**src/rtl/lcd_timer_pkg.sv**
```systemverilog
// Shared types and constants for the LCD programmable delay timer.
package lcd_timer_pkg;

  localparam int unsigned DEF_WIDTH = 26;

  localparam logic MODE_ONESHOT  = 1'b0;
  localparam logic MODE_PERIODIC = 1'b1;

  // Standard LCD waits expressed in 50 MHz clock cycles.
  localparam int unsigned DLY_40US   = 2000;
  localparam int unsigned DLY_1P64MS = 82000;
  localparam int unsigned DLY_15MS   = 750000;

  typedef enum logic {
    IDLE = 1'b0,
    RUN  = 1'b1
  } state_t;

endpackage

```
**src/rtl/lcd_tick_prescaler.sv**
```systemverilog
// Tick generator: one tick every PRESCALE enabled cycles; holds while disabled.
// Only instantiated when LCD_DELAY_PRESCALE_EN is defined.
module lcd_tick_prescaler #(
  parameter int unsigned PRESCALE = 1
) (
  input  logic clk,
  input  logic reset,
  input  logic i_enable,
  input  logic i_clear,
  output logic o_tick_c
);

  localparam int unsigned DIV = (PRESCALE < 1) ? 1 : PRESCALE;
  localparam int unsigned PW  = (DIV > 1) ? $clog2(DIV) : 1;

  logic [PW-1:0] r_pcnt;
  logic          w_wrap;

  assign w_wrap   = (r_pcnt == PW'(DIV - 1));
  assign o_tick_c = i_enable & w_wrap;

  always_ff @(posedge clk) begin
    if (reset || i_clear) begin
      r_pcnt <= '0;
    end else if (i_enable) begin
      r_pcnt <= w_wrap ? '0 : r_pcnt + PW'(1);
    end
  end

endmodule

```
**src/rtl/lcd_delay_timer.sv**
```systemverilog
// Programmable one-shot/periodic delay timer with pause and abort.
// Optional tick prescaler enabled by defining LCD_DELAY_PRESCALE_EN.
module lcd_delay_timer
  import lcd_timer_pkg::*;
#(
  parameter int unsigned WIDTH    = DEF_WIDTH,
  parameter int unsigned PRESCALE = 1
) (
  input  logic             clk,
  input  logic             reset,
  input  logic             start,
  input  logic [WIDTH-1:0] delay_cycles,
  input  logic             mode,
  input  logic             enable,
  input  logic             abort,
  output logic             busy,
  output logic             done,
  output logic [WIDTH-1:0] clk_cnt
);

  state_t           r_state, w_state_nxt;
  logic [WIDTH-1:0] r_term, w_term_nxt;
  logic [WIDTH-1:0] r_cnt, w_cnt_nxt;
  logic             r_mode, w_mode_nxt;
  logic             r_done, w_done_nxt;
  logic             w_tick;
  logic             w_expire;

  assign w_expire = (r_cnt == r_term - WIDTH'(1));

`ifdef LCD_DELAY_PRESCALE_EN
  logic w_pclr;

  // Restart the prescaler phase whenever a period begins or is cancelled.
  assign w_pclr = (r_state == IDLE) ? (start & ~abort)
                                    : (abort | (enable & w_tick & w_expire));

  lcd_tick_prescaler #(
    .PRESCALE (PRESCALE)
  ) u_prescaler (
    .clk      (clk),
    .reset    (reset),
    .i_enable (enable),
    .i_clear  (w_pclr),
    .o_tick_c (w_tick)
  );
`else
  // Every cycle is a tick; PRESCALE has no effect in this build.
  assign w_tick = (PRESCALE >= 1) | 1'b1;
`endif

  always_ff @(posedge clk) begin
    if (reset) begin
      r_state <= IDLE;
      r_term  <= '0;
      r_mode  <= MODE_ONESHOT;
      r_cnt   <= '0;
      r_done  <= 1'b0;
    end else begin
      r_state <= w_state_nxt;
      r_term  <= w_term_nxt;
      r_mode  <= w_mode_nxt;
      r_cnt   <= w_cnt_nxt;
      r_done  <= w_done_nxt;
    end
  end

  always_comb begin
    w_state_nxt = r_state;
    w_term_nxt  = r_term;
    w_mode_nxt  = r_mode;
    w_cnt_nxt   = r_cnt;
    w_done_nxt  = 1'b0;
    case (r_state)
      IDLE: begin
        w_cnt_nxt = '0;
        if (start && !abort) begin
          w_term_nxt  = (delay_cycles == '0) ? WIDTH'(1) : delay_cycles;
          w_mode_nxt  = mode;
          w_state_nxt = RUN;
        end
      end
      RUN: begin
        if (abort) begin
          w_state_nxt = IDLE;
          w_cnt_nxt   = '0;
        end else if (enable && w_tick) begin
          if (w_expire) begin
            w_done_nxt = 1'b1;
            w_cnt_nxt  = '0;
            if (r_mode == MODE_ONESHOT) begin
              w_state_nxt = IDLE;
            end
          end else begin
            w_cnt_nxt = r_cnt + WIDTH'(1);
          end
        end
      end
      default: begin
        w_state_nxt = IDLE;
        w_cnt_nxt   = '0;
      end
    endcase
  end

  assign busy    = (r_state == RUN);
  assign done    = r_done;
  assign clk_cnt = r_cnt;

endmodule
```
**config.mk**
```make
export PLATFORM = sky130hd
export DESIGN_NAME = lcd_delay_timer
export DESIGN_NICKNAME = d
export VERILOG_FILES = /design/src/rtl/lcd_timer_pkg.sv /design/src/rtl/lcd_tick_prescaler.sv /design/src/rtl/lcd_delay_timer.sv
export SDC_FILE = /design/constraint.sdc
export NUM_CORES = 1
export LEC_CHECK = 0
export ABC_AREA = 0
export CORE_MARGIN = 2
export CORE_UTILIZATION = 27
export CTS_BUF_LIST = sky130_fd_sc_hd__clkbuf_4 sky130_fd_sc_hd__clkbuf_8
export CTS_CLUSTER_DIAMETER = 200
export DETAILED_ROUTE_END_ITERATION = 6
export SYNTH_ARGS = -nofsm -noshare
export SYNTH_HDL_FRONTEND = slang
export SYNTH_HIERARCHICAL = 1
export SYNTH_SLANG_ARGS = --single-unit
```
**constraint.sdc**
```tcl
create_clock -name clk -period 5.13 [get_ports clk]
set_clock_uncertainty 0.1 [all_clocks]
set_input_delay 1.026 -clock clk [delete_from_list [all_inputs] [get_ports clk]]
set_output_delay 1.026 -clock clk [all_outputs]
set_load 0.02 [all_outputs]
```
==> results.md, run 1 <==
| Step | Quantity | Reported |
|---|---|---|
| route | Drc violations | 0 |
| power | Cell Int Power | 0.650 mW |
| power | Share of total power consumed by net switching | 28.4% |
| sta | Setup violators final | 0 |
| floorplanning | Standard cell core area | 0.0120 mm² |
| logic synthesis | Post-synthesis cell count | 428 |
| finish | Fraction of layout instances using a drive strength above 1 | 5.26% |
| logic synthesis | Synth area leader | sky130_fd_sc_hd__dfxtp_1 |
| floorplanning | Die W | 115 µm |
| run | Max_cap viols | 0 |
| route | Post-route ant nets | 0 |
| finish | Area used by multi-input combinational logic | 0.00207 mm² |
| global route | Most Crowded Layer GR | met2 |
| logic synthesis | Cells taking the most area after synthesis | sky130_fd_sc_hd__dfxtp_1 33%, sky130_fd_sc_hd__nand2_1 8.5%, sky130_fd_sc_hd__xnor2_1 6.6% |
| worst setup path | Maximum fanout along the worst path | 13 |
| power | P per Cell Area | 221 mW/mm² |
| finish | Most used cells in the layout excluding fill and tap cells | 75 x sky130_fd_sc_hd__nand2_1, 59 x sky130_fd_sc_hd__clkdlybuf4s50_1, 55 x sky130_fd_sc_hd__dfxtp_1, 33 x sky130_fd_sc_hd__a21oi_1, 28 x sky130_fd_sc_hd__nor3_1 |
| logic synthesis | Avg Synthesized Cell Area | 7.74 µm² |
| floorplanning | Die footprint | 0.0132 mm² |
| logic synthesis | Most instantiated flip-flop cell in the synthesis netlist | sky130_fd_sc_hd__dfxtp_1 |
| route | Mean number of vias per cell | 5.35 |
| power | Max VDD drop | 0.000108 V |
| route | Drt pass-1 iters | 4 |
| place | Final weighted congestion in routability-driven placement | 0.885 |
| global route | Largest net degree at the start of global routing | 31 |
| worst setup path | Data required time of the worst path | 5210 ps |
| global route | Initial antenna violation count | 0 |
| power | Combinational cell fraction of total power | 20.4% |
| cts | Number of clock sinks | 55 |
| global route | Global-route congestion overflow total | 0 |
| cts | Hold-fix buffers, CTS | 0 |
| global route | Global-route met2 utilization | 23.1% |
| power | Power dissipated by switching net loads | 0.258 mW |
| sta | Fmax | 0.246 GHz |
| floorplanning | Die height | 115 µm |
| cts | Depth of the CTS H-tree | 2 |
| sta | Headroom to the max-slew limit | 36.9% |
| cts | Skew-Pair Late Insertion Delay | 310 ps |
| route | Wire length per cell | 15.8 µm |
| cts | PostCTS Resize Cnt | 0 |
| cts | Setup Buffers After CTS | 0 |
| floorplanning | Row count | 40 |
| finish | Number of nets at the end of the flow | 508 |
| finish | Count of filler cells inserted in the layout | 1303 |
| finish | Filler-free cell count of the finished design | 622 |
| finish | Ant. Diodes | 0 |
| finish | Area occupied by registers | 0.00110 mm² |
| status | Result of the run | finished clean |
| logic synthesis | Proportion of register bits with asynchronous set or reset after synthesis | 0% |
| power | P_leak | 1.36 nW |
| sta | Pins Over Slew Limit | 0 |
| sta | Total Neg Setup Slack | 0 ps |
| global route | Wire length of the first global-routing pass | 15.9 mm |
| floorplanning | Initial cell density of the core | 27.6% |
| cts | Number of buffers created by CTS | 5 |
| global route | Total GRT Usage | 15.2% |
| logic synthesis | Post-synthesis register bit count | 55 |
| worst setup path | Startpoint class of the critical path | flop |
| worst setup path | Critical Setup Path Class | flop to flop |
| sta | Final hold viol count | 0 |
| power | Fraction of power consumed by the clock network | 29.5% |
| cts | Max Buffers Root-to-Sink | 2 |
| place | Input/output buffers | 59 |
| logic synthesis | Post-synth cell types | 55 |
| sta | Transition at the pin with the smallest max-transition slack | 945 ps |
| logic synthesis | Number of synthesis warnings | 6 |
| logic synthesis | Cell area after synthesis | 0.00331 mm² |
| worst hold path | Class of the tightest hold or removal check | flop to flop |
| logic synthesis | Post-Syn Nets | 462 |
| logic synthesis | Share of Yosys cell area claimed by the top area cell type | 33.2% |
| global route | Met3 Track Usage GR | 2.21% |
| power | Share of power burned in registers | 50.1% |
| logic synthesis | Fraction of the yosys area taken by sequential cells | 33.2% |
| place | Final HPWL from detailed placement | 7.65 mm |
| finish | Area growth, synth to finish | 24.2% |
| global route | Met1 track demand over resource | 21.8% |
| place | Dpl cells | 614 |
| sta | Final Critical Period | 4070 ps |
| route | Via count | 3330 |
| logic synthesis | Post-synth EDFFs | 0 |
| sta | Setup repair after global routing missed its margin | false |
| worst setup path | Critical Path Sink Type | flop |
| route | Iter 0 DRT Violations | 229 |
| floorplanning | Top Ports | 60 |
| global route | Via count of the first global-routing pass | 3106 |
| cts | Clk Tree Root Cell | sky130_fd_sc_hd__clkbuf_8 |
| route | Overall routed net length | 9.85 mm |
| cts | Clock transition at path regs | 100 ps |
| finish | Most common cell after layout, fill and taps aside | sky130_fd_sc_hd__nand2_1 |
| worst setup path | Data arrival time at the worst-slack endpoint | 4150 ps |
| sta | Final worst path period share | 79.3% |
| cts | Clock tree from TritonCTS | done |
| sta | Final Hold Slack | 361 ps |
-- routing by layer --
metal	wire [µm]	vias up
li1	-	1653
met1	4750	1554
met2	4290	103
met3	585	20
met4	230	0
met5	0	-
-- cells in the mapped netlist (all sizes together) (3+ instances only) --
cell / n
dfxtp: 55
and3: 12
nor3: 29
or4: 5
xor2: 22
or3: 8
xnor2: 25
and4: 3
clkbuf: 19
a21oi: 33
nand2: 75
a31o: 4
o32a: 4
and2: 3
nand2b: 3
inv: 8
nand4: 16
or2: 4
nor4: 19
nand3: 12
nor2b: 3
o21ai: 5
buf: 6
nor2: 17
o22ai: 3
nor4b: 3
-- stage by stage --
step                      util, %  power, mW  worst slack, ps  instance area, µm²
final                        34.3      0.908             1060                4120
after global routing         34.3      0.952              722                4120
after CTS                    34.3      0.916             1070                4120
after detailed placement     33.4      0.649             1120                4010
after global placement       33.4      0.646             1320                4010
after floorplan                 -      0.584             1960                3310
-- critical path, stage by stage (launching register included) --
cell                        delay [ps]
sky130_fd_sc_hd__dfxtp_1           350
sky130_fd_sc_hd__inv_1             100
sky130_fd_sc_hd__ha_1              270
sky130_fd_sc_hd__nor3b_1           680
sky130_fd_sc_hd__nand4_1           290
sky130_fd_sc_hd__a2111oi_0         350
sky130_fd_sc_hd__o22ai_1           130
sky130_fd_sc_hd__or4_1             660
sky130_fd_sc_hd__nor4_4            620
sky130_fd_sc_hd__buf_4             310
sky130_fd_sc_hd__nor3_1             80
-- flip-flops by register name, summed over array words and instances, names as in the netlist --
register / cells
r_mode: 1
busy: 1
done: 1
r_term: 26
clk_cnt: 26
-- area by class of cell --
cell class	instances	area share (%)
Multi-Input combinational cell	340	50.3
Sequential cell	55	26.8
Timing Repair Buffer	64	15.3
Tap cell	147	4.47
Clock buffer	8	2.52
Inverter	8	0.730
-- cells by family after synthesis --
logic type	count (synthesis)	synth area share (%)
adders and majority gates	2	0.755
muxes	2	0.604
xor gates and xnor gates	47	12.4
and+or+nand+nor	216	33.9
DFF	55	33.2
AOI/OAI and AO/OA	73	14.7
buffers and inverters	33	4.38
-- worst paths after layout --
path | start | endpoint | slack, ps | depth (start not counted)
setup / recovery | r_term[0]$_SDFFE_PP0P_ | clk_cnt[14]$_SDFFE_PP0P_ | 1060 | 10
hold / removal | r_mode$_SDFFE_PP0P_ | r_mode$_SDFFE_PP0P_ | 360 | 2
setup reg to reg | r_term[0]$_SDFFE_PP0P_ | clk_cnt[14]$_SDFFE_PP0P_ | 1060 | 10
hold reg to reg | r_mode$_SDFFE_PP0P_ | r_mode$_SDFFE_PP0P_ | 360 | 2
-- power groups by stage --
| stage | registers [mW] | logic [mW] | clock network, mW |
|---|---|---|---|
| global placement | 0.464 | 0.181 | 0 |
| floorplan | 0.456 | 0.128 | 0 |
| detailed placement | 0.465 | 0.184 | 0 |
| finish | 0.455 | 0.185 | 0.268 |
| global route | 0.457 | 0.206 | 0.289 |
| CTS | 0.455 | 0.185 | 0.277 |
(Power assumes the default switching activity.)
==> run 2: changes to the inputs <==
==> constraint.sdc (replaced) <==
create_clock -name clk -period 3.41 [get_ports clk]
set_clock_uncertainty 0.1 [all_clocks]
set_input_delay 0.682 -clock clk [delete_from_list [all_inputs] [get_ports clk]]
set_output_delay 0.682 -clock clk [all_outputs]
set_load 0.02 [all_outputs]
==> run 2 against run 1 <==
Compared with the run above:
- worst setup slack got worse by 860 ps
- power is 47% higher
- clock power increased by 31%
- utilization is 1.0 points higher
- cell count increased by 2.6%
- worst hold slack improved by 14 ps
- fmax up 27%
- combinational power grew 68%
- via count grew 0.81%
- flip-flop and latch count did not move
- final area up 2.9%
- routed wire length fell by 0.38%
- critical endpoint is now clk_cnt[17]$_SDFFE_PP0P_
==> results.md, run 2 (same netlist as run 1, synthesis figures left out) <==
| Step | Quantity | Reported | vs previous |
|---|---|---|---|
| status | Result of the run | finished clean |  |
| global route | Wire length of the first global-routing pass | 15.6 mm | -2.0% |
| sta | Final Critical Period | 3210 ps | -856 ps |
| route | Overall routed net length | 9.81 mm | -0.38% |
| route | Mean number of vias per cell | 5.26 | -1.7% |
| floorplanning | Initial cell density of the core | 27.6% | unchanged |
| cts | Number of clock sinks | 55 | unchanged |
| place | Final weighted congestion in routability-driven placement | 0.866 | -2.1% |
| global route | Global-route congestion overflow total | 0 | unchanged |
| route | Drt pass-1 iters | 4 | unchanged |
| finish | Most common cell after layout, fill and taps aside | sky130_fd_sc_hd__nand2_1 |  |
| sta | Transition at the pin with the smallest max-transition slack | 785 ps | -160 ps |
| route | Iter 0 DRT Violations | 235 | +2.6% |
| power | Max VDD drop | 0.000169 V | +57% |
| global route | Via count of the first global-routing pass | 3076 | -0.97% |
| run | Max_cap viols | 0 | unchanged |
| floorplanning | Die footprint | 0.0132 mm² | unchanged |
| power | P per Cell Area | 316 mW/mm² | +43% |
| worst hold path | Class of the tightest hold or removal check | flop to flop |  |
| cts | Clock transition at path regs | 90 ps | about the same |
| finish | Ant. Diodes | 0 | unchanged |
| cts | Max Buffers Root-to-Sink | 2 | unchanged |
| finish | Count of filler cells inserted in the layout | 1294 | -0.69% |
| route | Via count | 3357 | +0.81% |
| sta | Fmax | 0.311 GHz | +27% |
| worst setup path | Startpoint class of the critical path | flop |  |
| sta | Setup repair after global routing missed its margin | false |  |
| worst setup path | Data required time of the worst path | 3520 ps | -1690 ps |
| floorplanning | Die W | 115 µm | unchanged |
| sta | Final hold viol count | 0 | unchanged |
| floorplanning | Top Ports | 60 | unchanged |
| cts | Setup Buffers After CTS | 0 | unchanged |
| sta | Pins Over Slew Limit | 0 | unchanged |
| global route | Largest net degree at the start of global routing | 29 | -6.5% |
| finish | Number of nets at the end of the flow | 526 | +3.5% |
| route | Post-route ant nets | 0 | unchanged |
| power | Overall Power | 1.34 mW | +47% |
| cts | Skew-Pair Late Insertion Delay | 310 ps | about the same |
| route | Wire length per cell | 15.4 µm | -2.9% |
| place | Input/output buffers | 59 | unchanged |
| sta | Final worst path period share | 94.2% | +15 points |
| finish | Fraction of layout instances using a drive strength above 1 | 8.35% | +3.1 points |
| cts | Clk Tree Root Cell | sky130_fd_sc_hd__clkbuf_8 |  |
| finish | Core utilization of the finished layout | 35.3% | +1.0 points |
| worst setup path | Critical Path Sink Type | flop |  |
| floorplanning | Row count | 40 | unchanged |
| global route | Total GRT Usage | 14.9% | -0.26 points |
| global route | Initial antenna violation count | 0 | unchanged |
| route | Drc violations | 0 | unchanged |
| place | Final HPWL from detailed placement | 7.64 mm | -0.11% |
| worst setup path | Critical Setup Path Class | flop to flop |  |
| finish | Filler-free cell count of the finished design | 638 | +2.6% |
| floorplanning | Standard cell core area | 0.0120 mm² | unchanged |
| cts | PostCTS Resize Cnt | 0 | unchanged |
| sta | Total Neg Setup Slack | 0 ps | unchanged |
| power | P_leak | 1.44 nW | +5.7% |
| finish | Most used cells in the layout excluding fill and tap cells | 75 x sky130_fd_sc_hd__nand2_1, 59 x sky130_fd_sc_hd__clkdlybuf4s50_1, 55 x sky130_fd_sc_hd__dfxtp_1, 33 x sky130_fd_sc_hd__a21oi_1, 28 x sky130_fd_sc_hd__nor3_1 |  |
| floorplanning | Die height | 115 µm | unchanged |
| cts | Hold-fix buffers, CTS | 0 | unchanged |
| sta | Setup violators final | 0 | unchanged |
| worst setup path | Maximum fanout along the worst path | 10 | -3 |
| cts | Number of buffers created by CTS | 5 | unchanged |
| place | Dpl cells | 632 | +2.9% |
| cts | Depth of the CTS H-tree | 2 | unchanged |
| cts | Clock tree from TritonCTS | done |  |
| finish | Area growth, synth to finish | 27.8% |  |
| sta | Headroom to the max-slew limit | 47.7% | +11 points |
| worst setup path | Data arrival time at the worst-slack endpoint | 3320 ps | -830 ps |
-- run 2: cell types whose count changed in the layout (fill, tap and decap cells not counted), sizes merged --
cell	delta
buf	+18
clkbuf	-2
-- run 2: worst max-delay path, cell delays in order (launching register included) --
cell                      delay, ps
sky130_fd_sc_hd__dfxtp_1        400
sky130_fd_sc_hd__or4_1          520
sky130_fd_sc_hd__or4_1          510
sky130_fd_sc_hd__a21oi_1        200
sky130_fd_sc_hd__o22ai_1         90
sky130_fd_sc_hd__or4_1          550
sky130_fd_sc_hd__buf_4          200
sky130_fd_sc_hd__o32a_1         340
sky130_fd_sc_hd__a31o_2         210
-- run 2: through the flow --
| stage | area, µm² | worst slack, ps | hold WS [ps] |
|---|---|---|---|
| 2_1_floorplan | 3310 | 239 | 337 |
| 3_3_place_gp | 4160 | 226 | 347 |
| 3_5_place_dp | 4160 | 212 | 357 |
| 4_1_cts | 4240 | 202 | 370 |
| 5_1_grt | 4240 | 6.74 | 399 |
| 6_report | 4240 | 198 | 375 |
-- run 2: report_power, final --
group	internal, mW	switching [mW]	total, mW
combinational	0.144	0.165	0.310
sequential	0.658	0.0204	0.678
clock	0.146	0.204	0.350
total	0.948	0.390	1.34
-- run 2: metal layers --
layer	global-route usage (%)	vias to the layer above	wire (µm)
met5	0	-	0
met4	4.58	0	178
met3	2.21	10	610
met2	23.8	109	4400
met1	20.8	1558	4630
li1	-	1680	-
-- run 2: final timing paths --
kind | startpoint | end | slack (ps) | depth (start not counted)
worst min-delay path | r_mode$_SDFFE_PP0P_ | r_mode$_SDFFE_PP0P_ | 370 | 2
worst min register to register | r_mode$_SDFFE_PP0P_ | r_mode$_SDFFE_PP0P_ | 370 | 2
worst max-delay path | r_term[2]$_SDFFE_PP0P_ | clk_cnt[17]$_SDFFE_PP0P_ | 200 | 8
worst max register to register | r_term[2]$_SDFFE_PP0P_ | clk_cnt[17]$_SDFFE_PP0P_ | 200 | 8
-- run 2: layout make-up --
cell class	instances	area, µm²	share of cell area (%)
clock buffer	6	76.3	1.80
inverter	8	30.0	0.709
multi-input combinational	340	2070	48.8
sequential	55	1100	26.0
tap	147	184	4.34
timing repair buffer	82	776	18.3
